$ cat src/rtl/arm_ctrl_pkg.sv
// Shared encodings for the multicycle ARM controller: FSM states, ALU codes,
// opcode classes, condition codes and datapath mux selects.
package arm_ctrl_pkg;

    typedef enum logic [3:0] {
        ST_FETCH    = 4'd0,
        ST_DECODE   = 4'd1,
        ST_MEMADR   = 4'd2,
        ST_MEMREAD  = 4'd3,
        ST_MEMWB    = 4'd4,
        ST_MEMWRITE = 4'd5,
        ST_EXECR    = 4'd6,
        ST_EXECI    = 4'd7,
        ST_ALUWB    = 4'd8,
        ST_BRANCH   = 4'd9
    } state_e;

    localparam logic [1:0] ALU_ADD = 2'b00;
    localparam logic [1:0] ALU_SUB = 2'b01;
    localparam logic [1:0] ALU_AND = 2'b10;
    localparam logic [1:0] ALU_ORR = 2'b11;

    localparam logic [1:0] OP_DP  = 2'b00;
    localparam logic [1:0] OP_MEM = 2'b01;
    localparam logic [1:0] OP_BR  = 2'b10;

    // Data-processing opcodes as seen in Funct[4:1]
    localparam logic [3:0] DP_AND = 4'b0000;
    localparam logic [3:0] DP_SUB = 4'b0010;
    localparam logic [3:0] DP_ADD = 4'b0100;
    localparam logic [3:0] DP_CMP = 4'b1010;
    localparam logic [3:0] DP_ORR = 4'b1100;

    localparam logic [3:0] COND_EQ = 4'b0000;
    localparam logic [3:0] COND_NE = 4'b0001;
    localparam logic [3:0] COND_CS = 4'b0010;
    localparam logic [3:0] COND_CC = 4'b0011;
    localparam logic [3:0] COND_MI = 4'b0100;
    localparam logic [3:0] COND_PL = 4'b0101;
    localparam logic [3:0] COND_VS = 4'b0110;
    localparam logic [3:0] COND_VC = 4'b0111;
    localparam logic [3:0] COND_HI = 4'b1000;
    localparam logic [3:0] COND_LS = 4'b1001;
    localparam logic [3:0] COND_GE = 4'b1010;
    localparam logic [3:0] COND_LT = 4'b1011;
    localparam logic [3:0] COND_GT = 4'b1100;
    localparam logic [3:0] COND_LE = 4'b1101;
    localparam logic [3:0] COND_AL = 4'b1110;

    localparam logic [1:0] RES_ALUOUT    = 2'b00;
    localparam logic [1:0] RES_DATA      = 2'b01;
    localparam logic [1:0] RES_ALURESULT = 2'b10;

    localparam logic [1:0] SRCB_RD2  = 2'b00;
    localparam logic [1:0] SRCB_IMM  = 2'b01;
    localparam logic [1:0] SRCB_FOUR = 2'b10;

endpackage

$ cat src/rtl/arm_cond_unit.sv
// NZCV flag register and condition evaluation; cond_q freezes the verdict at
// the end of DECODE so later gated writes never see flags changing underneath.
module arm_cond_unit
    import arm_ctrl_pkg::*;
(
    input  logic       clk,
    input  logic       reset,
    input  logic [3:0] cond,
    input  logic [3:0] alu_flags,
    input  logic       latch_cond,
    input  logic       flag_we,
    input  logic       flag_we_cv,
    output logic       cond_q
);

    logic [3:0] flags_q;

    function automatic logic condex(input logic [3:0] c, input logic [3:0] f);
        logic n, z, cy, v, res;
        {n, z, cy, v} = f;
        case (c)
            COND_EQ: res = z;
            COND_NE: res = ~z;
            COND_CS: res = cy;
            COND_CC: res = ~cy;
            COND_MI: res = n;
            COND_PL: res = ~n;
            COND_VS: res = v;
            COND_VC: res = ~v;
            COND_HI: res = cy & ~z;
            COND_LS: res = ~cy | z;
            COND_GE: res = (n == v);
            COND_LT: res = (n != v);
            COND_GT: res = ~z & (n == v);
            COND_LE: res = z | (n != v);
            COND_AL: res = 1'b1;
            default: res = 1'b0;
        endcase
        return res;
    endfunction

    // Condition latch and NZCV register; C,V only move for arithmetic ops
    always_ff @(posedge clk) begin
        if (!reset) begin
            flags_q <= 4'b0000;
            cond_q  <= 1'b0;
        end else begin
            if (latch_cond) begin
                cond_q <= condex(cond, flags_q);
            end
            if (flag_we && cond_q) begin
                flags_q[3:2] <= alu_flags[3:2];
                if (flag_we_cv) begin
                    flags_q[1:0] <= alu_flags[1:0];
                end
            end
        end
    end

endmodule

$ cat src/rtl/arm_multicycle_controller.sv
// Main FSM and ALU decoder of the multicycle ARM core; drives all datapath
// enables and mux selects, with conditional gating from arm_cond_unit.
module arm_multicycle_controller
    import arm_ctrl_pkg::*;
#(
    parameter state_e RESET_STATE = ST_FETCH
) (
    input  logic        clk,
    input  logic        reset,
    input  logic [31:0] Instr,
    input  logic [3:0]  ALUFlags,
    output logic        PCWrite,
    output logic        AdrSrc,
    output logic        MemWrite,
    output logic        IRWrite,
    output logic        RegWrite,
    output logic [1:0]  ResultSrc,
    output logic        ALUSrcA,
    output logic [1:0]  ALUSrcB,
    output logic [1:0]  ALUControl,
    output logic [1:0]  ImmSrc,
    output logic [1:0]  RegSrc,
    output logic [3:0]  State
);

    logic [1:0] op;
    logic [5:0] funct;
    logic [3:0] rd;
    logic [3:0] cond;
    logic       unused_instr;

    assign op    = Instr[27:26];
    assign funct = Instr[25:20];
    assign rd    = Instr[15:12];
    assign cond  = Instr[31:28];
    assign unused_instr = ^{Instr[19:16], Instr[11:0]};

    state_e state_q;
    state_e state_d;

    logic [1:0] dp_ctrl_s;
    logic       dp_known_s;
    logic       dp_cmp_s;
    logic       dp_arith_s;
    logic       cond_q;

    logic pc_write_s;
    logic mem_write_s;
    logic ir_write_s;
    logic reg_write_s;

    // ALU decoder: unsupported opcodes fall back to ADD with no side effects
    always_comb begin
        dp_ctrl_s  = ALU_ADD;
        dp_known_s = 1'b1;
        case (funct[4:1])
            DP_ADD:  dp_ctrl_s = ALU_ADD;
            DP_SUB:  dp_ctrl_s = ALU_SUB;
            DP_AND:  dp_ctrl_s = ALU_AND;
            DP_ORR:  dp_ctrl_s = ALU_ORR;
            DP_CMP:  dp_ctrl_s = ALU_SUB;
            default: dp_known_s = 1'b0;
        endcase
    end

    assign dp_cmp_s   = (funct[4:1] == DP_CMP);
    assign dp_arith_s = (funct[4:1] == DP_ADD) | (funct[4:1] == DP_SUB) | dp_cmp_s;

    // State register
    always_ff @(posedge clk) begin
        if (!reset) begin
            state_q <= RESET_STATE;
        end else begin
            state_q <= state_d;
        end
    end

    // Next-state logic
    always_comb begin
        state_d = ST_FETCH;
        case (state_q)
            ST_FETCH:  state_d = ST_DECODE;
            ST_DECODE: begin
                case (op)
                    OP_DP:   state_d = funct[5] ? ST_EXECI : ST_EXECR;
                    OP_MEM:  state_d = ST_MEMADR;
                    OP_BR:   state_d = ST_BRANCH;
                    default: state_d = ST_FETCH;
                endcase
            end
            ST_MEMADR:  state_d = funct[0] ? ST_MEMREAD : ST_MEMWRITE;
            ST_MEMREAD: state_d = ST_MEMWB;
            ST_EXECR:   state_d = ST_ALUWB;
            ST_EXECI:   state_d = ST_ALUWB;
            default:    state_d = ST_FETCH;
        endcase
    end

    // Per-state datapath controls
    always_comb begin
        pc_write_s  = 1'b0;
        AdrSrc      = 1'b0;
        mem_write_s = 1'b0;
        ir_write_s  = 1'b0;
        reg_write_s = 1'b0;
        ResultSrc   = RES_ALUOUT;
        ALUSrcA     = 1'b0;
        ALUSrcB     = SRCB_RD2;
        ALUControl  = ALU_ADD;
        case (state_q)
            ST_FETCH: begin
                ir_write_s = 1'b1;
                pc_write_s = 1'b1;
                ALUSrcA    = 1'b1;
                ALUSrcB    = SRCB_FOUR;
                ResultSrc  = RES_ALURESULT;
            end
            ST_DECODE: begin
                ALUSrcA   = 1'b1;
                ALUSrcB   = SRCB_FOUR;
                ResultSrc = RES_ALURESULT;
            end
            ST_EXECR: begin
                ALUControl = dp_ctrl_s;
            end
            ST_EXECI: begin
                ALUSrcB    = SRCB_IMM;
                ALUControl = dp_ctrl_s;
            end
            ST_MEMADR: begin
                ALUSrcB    = SRCB_IMM;
                ALUControl = funct[3] ? ALU_ADD : ALU_SUB;
            end
            ST_MEMREAD: begin
                AdrSrc = 1'b1;
            end
            ST_MEMWB: begin
                ResultSrc   = RES_DATA;
                reg_write_s = cond_q;
            end
            ST_MEMWRITE: begin
                AdrSrc      = 1'b1;
                mem_write_s = cond_q;
            end
            ST_ALUWB: begin
                ResultSrc   = RES_ALUOUT;
                reg_write_s = cond_q & dp_known_s & ~dp_cmp_s;
                pc_write_s  = cond_q & (rd == 4'd15);
            end
            ST_BRANCH: begin
                ALUSrcB    = SRCB_IMM;
                ResultSrc  = RES_ALURESULT;
                pc_write_s = cond_q;
            end
            default: begin
                pc_write_s = 1'b0;
            end
        endcase
    end

    // Write enables are squashed for the whole time reset is held
    assign PCWrite  = reset & pc_write_s;
    assign MemWrite = reset & mem_write_s;
    assign IRWrite  = reset & ir_write_s;
    assign RegWrite = reset & reg_write_s;
    assign ImmSrc   = op;
    assign RegSrc   = {op == OP_MEM, op == OP_BR};
    assign State    = state_q;

    arm_cond_unit u_cond (
        .clk        (clk),
        .reset      (reset),
        .cond       (cond),
        .alu_flags  (ALUFlags),
        .latch_cond (state_q == ST_DECODE),
        .flag_we    (((state_q == ST_EXECR) | (state_q == ST_EXECI)) & dp_known_s
                     & (funct[0] | dp_cmp_s)),
        .flag_we_cv (dp_arith_s),
        .cond_q     (cond_q)
    );

endmodule

$ cat config.mk
export PLATFORM = sky130hd
export DESIGN_NAME = arm_multicycle_controller
export DESIGN_NICKNAME = d
export VERILOG_FILES = /design/src/rtl/arm_ctrl_pkg.sv /design/src/rtl/arm_cond_unit.sv /design/src/rtl/arm_multicycle_controller.sv
export SDC_FILE = /design/constraint.sdc
export NUM_CORES = 1
export LEC_CHECK = 0
export CAP_MARGIN = 20
export CORE_MARGIN = 1
export CORE_UTILIZATION = 34
export DETAILED_ROUTE_END_ITERATION = 8
export GPL_TIMING_DRIVEN = 0
export PLACE_DENSITY = 0.79
export SYNTH_ARGS = -nofsm -noshare
export SYNTH_HDL_FRONTEND = slang
export SYNTH_SLANG_ARGS = --single-unit
export TNS_END_PERCENT = 30
$ cat constraint.sdc
create_clock -name clk -period 1.93 [get_ports clk]
set_input_delay 0.193 -clock clk [delete_from_list [all_inputs] [get_ports clk]]
set_output_delay 0.193 -clock clk [all_outputs]
set_load 0.01 [all_outputs]
======== Yosys cells after proc, flatten, opt, wreduce, memory -nomap -nowiden ========
Cells that the tools add are included.
storage, ports and cells
  register bits after elaboration ......... 9
  bits of input ports ..................... 38
  output and inout port bits .............. 20
  logic and storage cells ................. 88
cells by class
  eq/ne operators ......................... 32
  multiplexer cells ....................... 17
  bitwise operators ....................... 22
  reductions and logical operators ........ 13
operators with widths
  operator              number
  $eq A4 B4 Y1 const B  12
  $eq A4 B3 Y1 const B  9
  $eq A4 B2 Y1 const B  5
  $pmux W4 S5           1
  $pmux W1 S15          1
  $logic_not A4 Y1      3
  $pmux W2 S2           3
  $pmux W4 S3           1
  $and A1 B1 Y1         11
  $eq A4 B1 Y1 const B  2
  $reduce_or A2 Y1      4
  $mux W1               7
  $or A1 B1 Y1          6
  $pmux W2 S3           1
  $reduce_or A3 Y1      2
  $not A1 Y1            5
  $reduce_or A5 Y1      1
  $mux W3               1
  $pmux W1 S3           1
  $eq A2 B1 Y1 const B  1
  $eq A2 B2 Y1 const B  1
  $logic_not A2 Y1      1
  $pmux W1 S2           1
  $reduce_and A2 Y1     1
  other kinds (3)       3

======== Depth between registers and ports, before layout ========
Gate-level depths: netlist of the first run.
  depth in word-level cells ............... 7
  mapped depth ............................ 6
  depth with buffers taken out ............ 5

======== By module ========
Synthesis of the first run repeated with hierarchy kept, for this count alone.
unflattened totals
  cells, all modules ...................... 109
  area total of the unflattened synthesis .. 854.6 um2
by module, submodules not included
  module                     instances  cells an instance  area each (um2)  sequential area each (um2)
  arm_multicycle_controller  1          65                 469.2            80.1
  arm_cond_unit              1          44                 385.4            100.1

======== Least setup slack after synthesis of the first run ========
OpenSTA, ideal clock, no wires.
  path kind ............................... reg2out
  start point ............................. register state_q[3], in the netlist State[3]
  end point ............................... output port RegWrite
  arrival ................................. 1.597 ns
  data required time ...................... 1.737 ns
  slack ................................... 0.140 ns
  stages on the path, launching flop included .. 6
  path buffers ............................ 1
  cells stage by stage .................... dfxtp_1 -> clkbuf_1 -> nand2b_1 -> nor2_1 -> nand2_1 -> a2111oi_0
between the ends
  word-level cells in the longest chain between the ends .. 3
  elaborated cells between the ends (all ways) .. 4
  classes of those cells .................. 2 x eq/ne; 1 x mux; 1 x bitwise
ends and longest elaborated chain
  item                                          line                              RTL
  from (decl)                                   arm_multicycle_controller.sv:38   state_e state_q;
  from (signal assigned)                        arm_multicycle_controller.sv:74   state_q <= state_d;
  $eq A4 B4 Y1 or $eq A4 B3 Y1 (tied branches)  arm_multicycle_controller.sv:110  case (state_q)
  $pmux W1 S2 (*)                               arm_multicycle_controller.sv:110
  $and A1 B1 Y1 (*)                             arm_multicycle_controller.sv:165  assign RegWrite = reset & reg_write_s;
  to (decl)                                     arm_multicycle_controller.sv:16   output logic RegWrite,
Mark *: on every way between the ends. The rest lies on a longest branch, timed or not.

======== Final worst setup path of the first run ========
  start point ............................. register state_q[3], in the netlist State[3]
  end point ............................... output port ALUSrcB[0]
between the ends
  word-level cells in the longest chain between the ends .. 3
  elaborated cells between the ends (all ways) .. 8
  classes of those cells .................. 4 x eq/ne; 1 x mux; 3 x reduce/logical
ends and longest elaborated chain
  item                                                            line                              RTL
  $eq A4 B3 Y1 (tied with other cells)                            arm_multicycle_controller.sv:110
  $reduce_or A3 Y1 (no line) or $reduce_or A2 Y1 (tied branches)  --
  $pmux W2 S2 (*)                                                 arm_multicycle_controller.sv:110
  to (decl)                                                       arm_multicycle_controller.sv:19   output logic [1:0] ALUSrcB,
Marks and branches as above.

==> results of run 1 <==
==> Yosys cell counts, drive strengths merged <==
cell type	count
o2bb2a	1
nand2	8
clkbuf	6
dfxtp	9
nor4	2
and3b	1
nor2	16
nand3b	4
and2b	1
o21ai	6
nand4	1
and4bb	1
nand2b	4
a211oi	2
a31oi	4
nor3	11
a41o	1
nor3b	2
a2bb2o	1
nand3	1
o211ai	1
a22oi	1
a21oi	6
or2	1
o2bb2ai	1
nor2b	5
xor2	2
a2111oi	2
mux2i	4
inv	5
xnor2	4
buf	3
==> final cells by class <==
class	instances	share of cell area [%]
clock buffers	4	2.01
multi-input cells	94	46.6
well taps	28	2.68
plain buffers	9	4.11
inverters	5	1.44
flip-flops and latches	9	14.1
repair buffers	40	29.1
==> flip-flops by register name, summed over array words and instances (netlist names) <==
| signal | flops |
|---|---|
| State | 4 |
| u_cond.cond_q | 1 |
| u_cond.flags_q | 4 |
==> logic make-up (layout without fill, tap and decap cells) <==
| group | Yosys count | in the layout |
|---|---|---|
| and+or+nand+nor | 58 | 58 |
| AOI/OAI and AO/OA | 26 | 26 |
| DFF | 9 | 9 |
| xor gates and xnor gates | 6 | 6 |
| buffers and inverters | 14 | 58 |
| muxes | 4 | 4 |
==> placed cells by master, fill, tap and decap left out, drive strengths merged, types with 2 or more instances in the layout <==
cell,instances
inv,5
clkdlybuf4s50,26
a21oi,6
nor2b,5
o21ai,6
nand2,8
a211oi,2
clkbuf,8
nand3b,4
xor2,2
mux2i,4
nor3b,2
dlygate4sd2,10
nor3,11
xnor2,4
buf,8
nand2b,4
nor2,16
nor4,2
a2111oi,2
a31oi,4
dfxtp,9
==> final timing paths <==
kind / start / endpoint / slack, ns / cells after the start
min: Instr[28] / u_cond.cond_q / 0.32 / 3
max reg2reg: State[3] / u_cond.flags_q[1] / 0.31 / 7
max: State[3] / ALUSrcB[0] / 0.11 / 6
min reg2reg: u_cond.flags_q[1] / u_cond.flags_q[1] / 0.55 / 2
==> worst max-delay path, stage by stage (launching register included) <==
cell and delay, ns:
dfxtp_1 0.34, buf_2 0.24, nand3b_1 0.21, o21ai_0 0.13
nand2_1 0.08, o21ai_0 0.08, dlygate4sd2_1 0.29
==> repair_timing <==
action / 4_1_cts / 5_1_grt
setup endpoints to repair: 10 / 2
setup buffers: 2 / 0
pin swaps: 1 / 1
resized for setup: 25 / 8
==> per-stage QoR <==
step / TNS, ns / total power [mW] / cell area, sq um / worst slack (ns) / std cells
after CTS: 0 / 0.575 / 1290 / 0.0133 / 189
after detailed placement: -1.10 / 0.429 / 1240 / -0.715 / 183
after global routing: 0 / 0.615 / 1310 / 0.0356 / 189
after global placement: -0.946 / 0.423 / 1240 / -0.690 / 183
final: 0 / 0.574 / 1310 / 0.113 / 189
after floorplan: 0 / 0.311 / 822 / 0.140 / 117
==> layer usage <==
layer  track usage, %  vias up  routed length (um)
li1                 -      502                   -
met1             23.8      472                1050
met2             38.6       47                1290
met3             5.06        4                 208
met4             6.94        0                  34
met5                0        -                   0
==> power groups by stage <==
stage / Sequential, mW / Combinational [mW] / Clock (mW)
6_report: 0.204 / 0.226 / 0.144
5_1_grt: 0.205 / 0.248 / 0.163
4_1_cts: 0.202 / 0.222 / 0.150
3_5_place_dp: 0.206 / 0.223 / 0
3_3_place_gp: 0.206 / 0.217 / 0
2_1_floorplan: 0.206 / 0.104 / 0
==> out/metrics.yaml, run 1 <==
outcome:
  status: "complete, no violations"
timing:
  fin_hold_ws_ns: 0.319
  setup_violations: 0
  fin_crit_sh_pct: 94.1
  final.min_clock_period_ns: 1.82
  clock_skew_ns: 0.00442
  hold_viol: 0
  worst_pin_slew_ns: 0.369
  relSlewSlack_pct: 75.3
  grt_setup_unrepaired: "no"
  slew_viol_final: 0
  max_freq_mhz: 550
cells_and_area:
  drive_gt1_share_pct: 13.7
  num-fill-cells: 232
  final_nets: 200
  final_core_util_pct: 58.0
  diodes: 0
  regArea_sq_um: 184
  multi_input_area_sq_um: 609
  area_delta_synth_final_pct: 59.1
clock_network:
  clkTransAtPathRegs_ns: 0.06
  insertion_delay_ns: 0.26
  ctsHoldBuffers: 0
  cts_root_buf: "clkbuf_4"
  cts_htree_levels: 1
  cts_tree: "yes"
  clock-sinks: 9
  cts_buffers: 3
  cts.path.max_buffers: 2
floorplanning:
  io_pins: 58
  start_util_pct: 36.5
  die_h_um: 51.2
  rows: 17
  dieArea_sq_mm: 0.00262
  core_area_sq_mm: 0.00225
  die-width_um: 51.2
critical_path:
  critical_path_class: "flip-flop to output pin"
  arrival_ns: 1.62
  worstPathRequired_ns: 1.74
  critPathMaxFanout: 10
  start_kind: "flip-flop"
  endpoint_kind: "output pin"
yosys:
  synth_area_per_cell_sq_um: 7.03
  netlist_instances: 117
  synth_top_family_by_area: "simple AND/OR/NAND/NOR gates"
  yosysSeqAreaShare_pct: 21.9
  synth_compound_area_share_pct: 21.6
  synth_top_area_cell: "dfxtp_1"
  syn-num-nets: 155
  synthTopCellsByArea: "dfxtp_1, nor2_1, nor3_1, mux2i_1, xnor2_1"
  synthAdderAreaFrac_pct: 0
  synth_xor_area_share_pct: 6.39
  synth_top_area_share_pct: 21.9
  synthMuxAreaShare_pct: 4.87
  synth-seq-cells: 9
  ys_types: 35
  yosys_warnings: 0
  yosys.area_share.simple_pct: 37.7
  syn-cell-area_sq_um: 822
routing:
  drtIter0Drc: 37
  drtPass1Iterations: 4
  vias: 1025
  via_per_inst: 5.42
  drt_wl_total_mm: 2.58
  postRouteAntennaNets: 0
  drc_errors: 0
  wl_per_cell_um: 13.7
power_and_ir_drop:
  comb_power_share_pct: 39.5
  p_per_area_mw_per_mm2: 439
  leakage_nw: 0.519
  p_int_mw: 0.392
  switching_power_mw: 0.182
  peakVddDrop_uv: 437
  seq_power_share_pct: 35.5
  clkPwrFrac_pct: 25.0
  switching_share_pct: 31.8
placement:
  globalplace.congestion: 0.825
  port_buffers: 38
  hpwl_mm: 1.87
global_routing:
  track_usage_pct: 21.2
  grt.overflow.total: 0
  grt_antenna_before_repair: 0
  grt_first_pass_wirelength_mm: 4.28
  grt_max_degree: 11
  grt_pass1_vias: 981
job:
  maxCapViolations: 0
min_path:
  hp-class: "primary input to flip-flop"
Note: power is estimated with default switching activity, not from simulation.
==> run 2, diff against run 1 <==
--- a/config.mk
+++ b/config.mk
@@ -10,6 +10,7 @@
 export CORE_UTILIZATION = 34
 export DETAILED_ROUTE_END_ITERATION = 8
 export GPL_TIMING_DRIVEN = 0
+export HOLD_SLACK_MARGIN = 0.05
 export PLACE_DENSITY = 0.79
 export SYNTH_ARGS = -nofsm -noshare
 export SYNTH_HDL_FRONTEND = slang
==> results of run 2 <==
No change in the layout: final DEF, timing and power equal those of run 1.
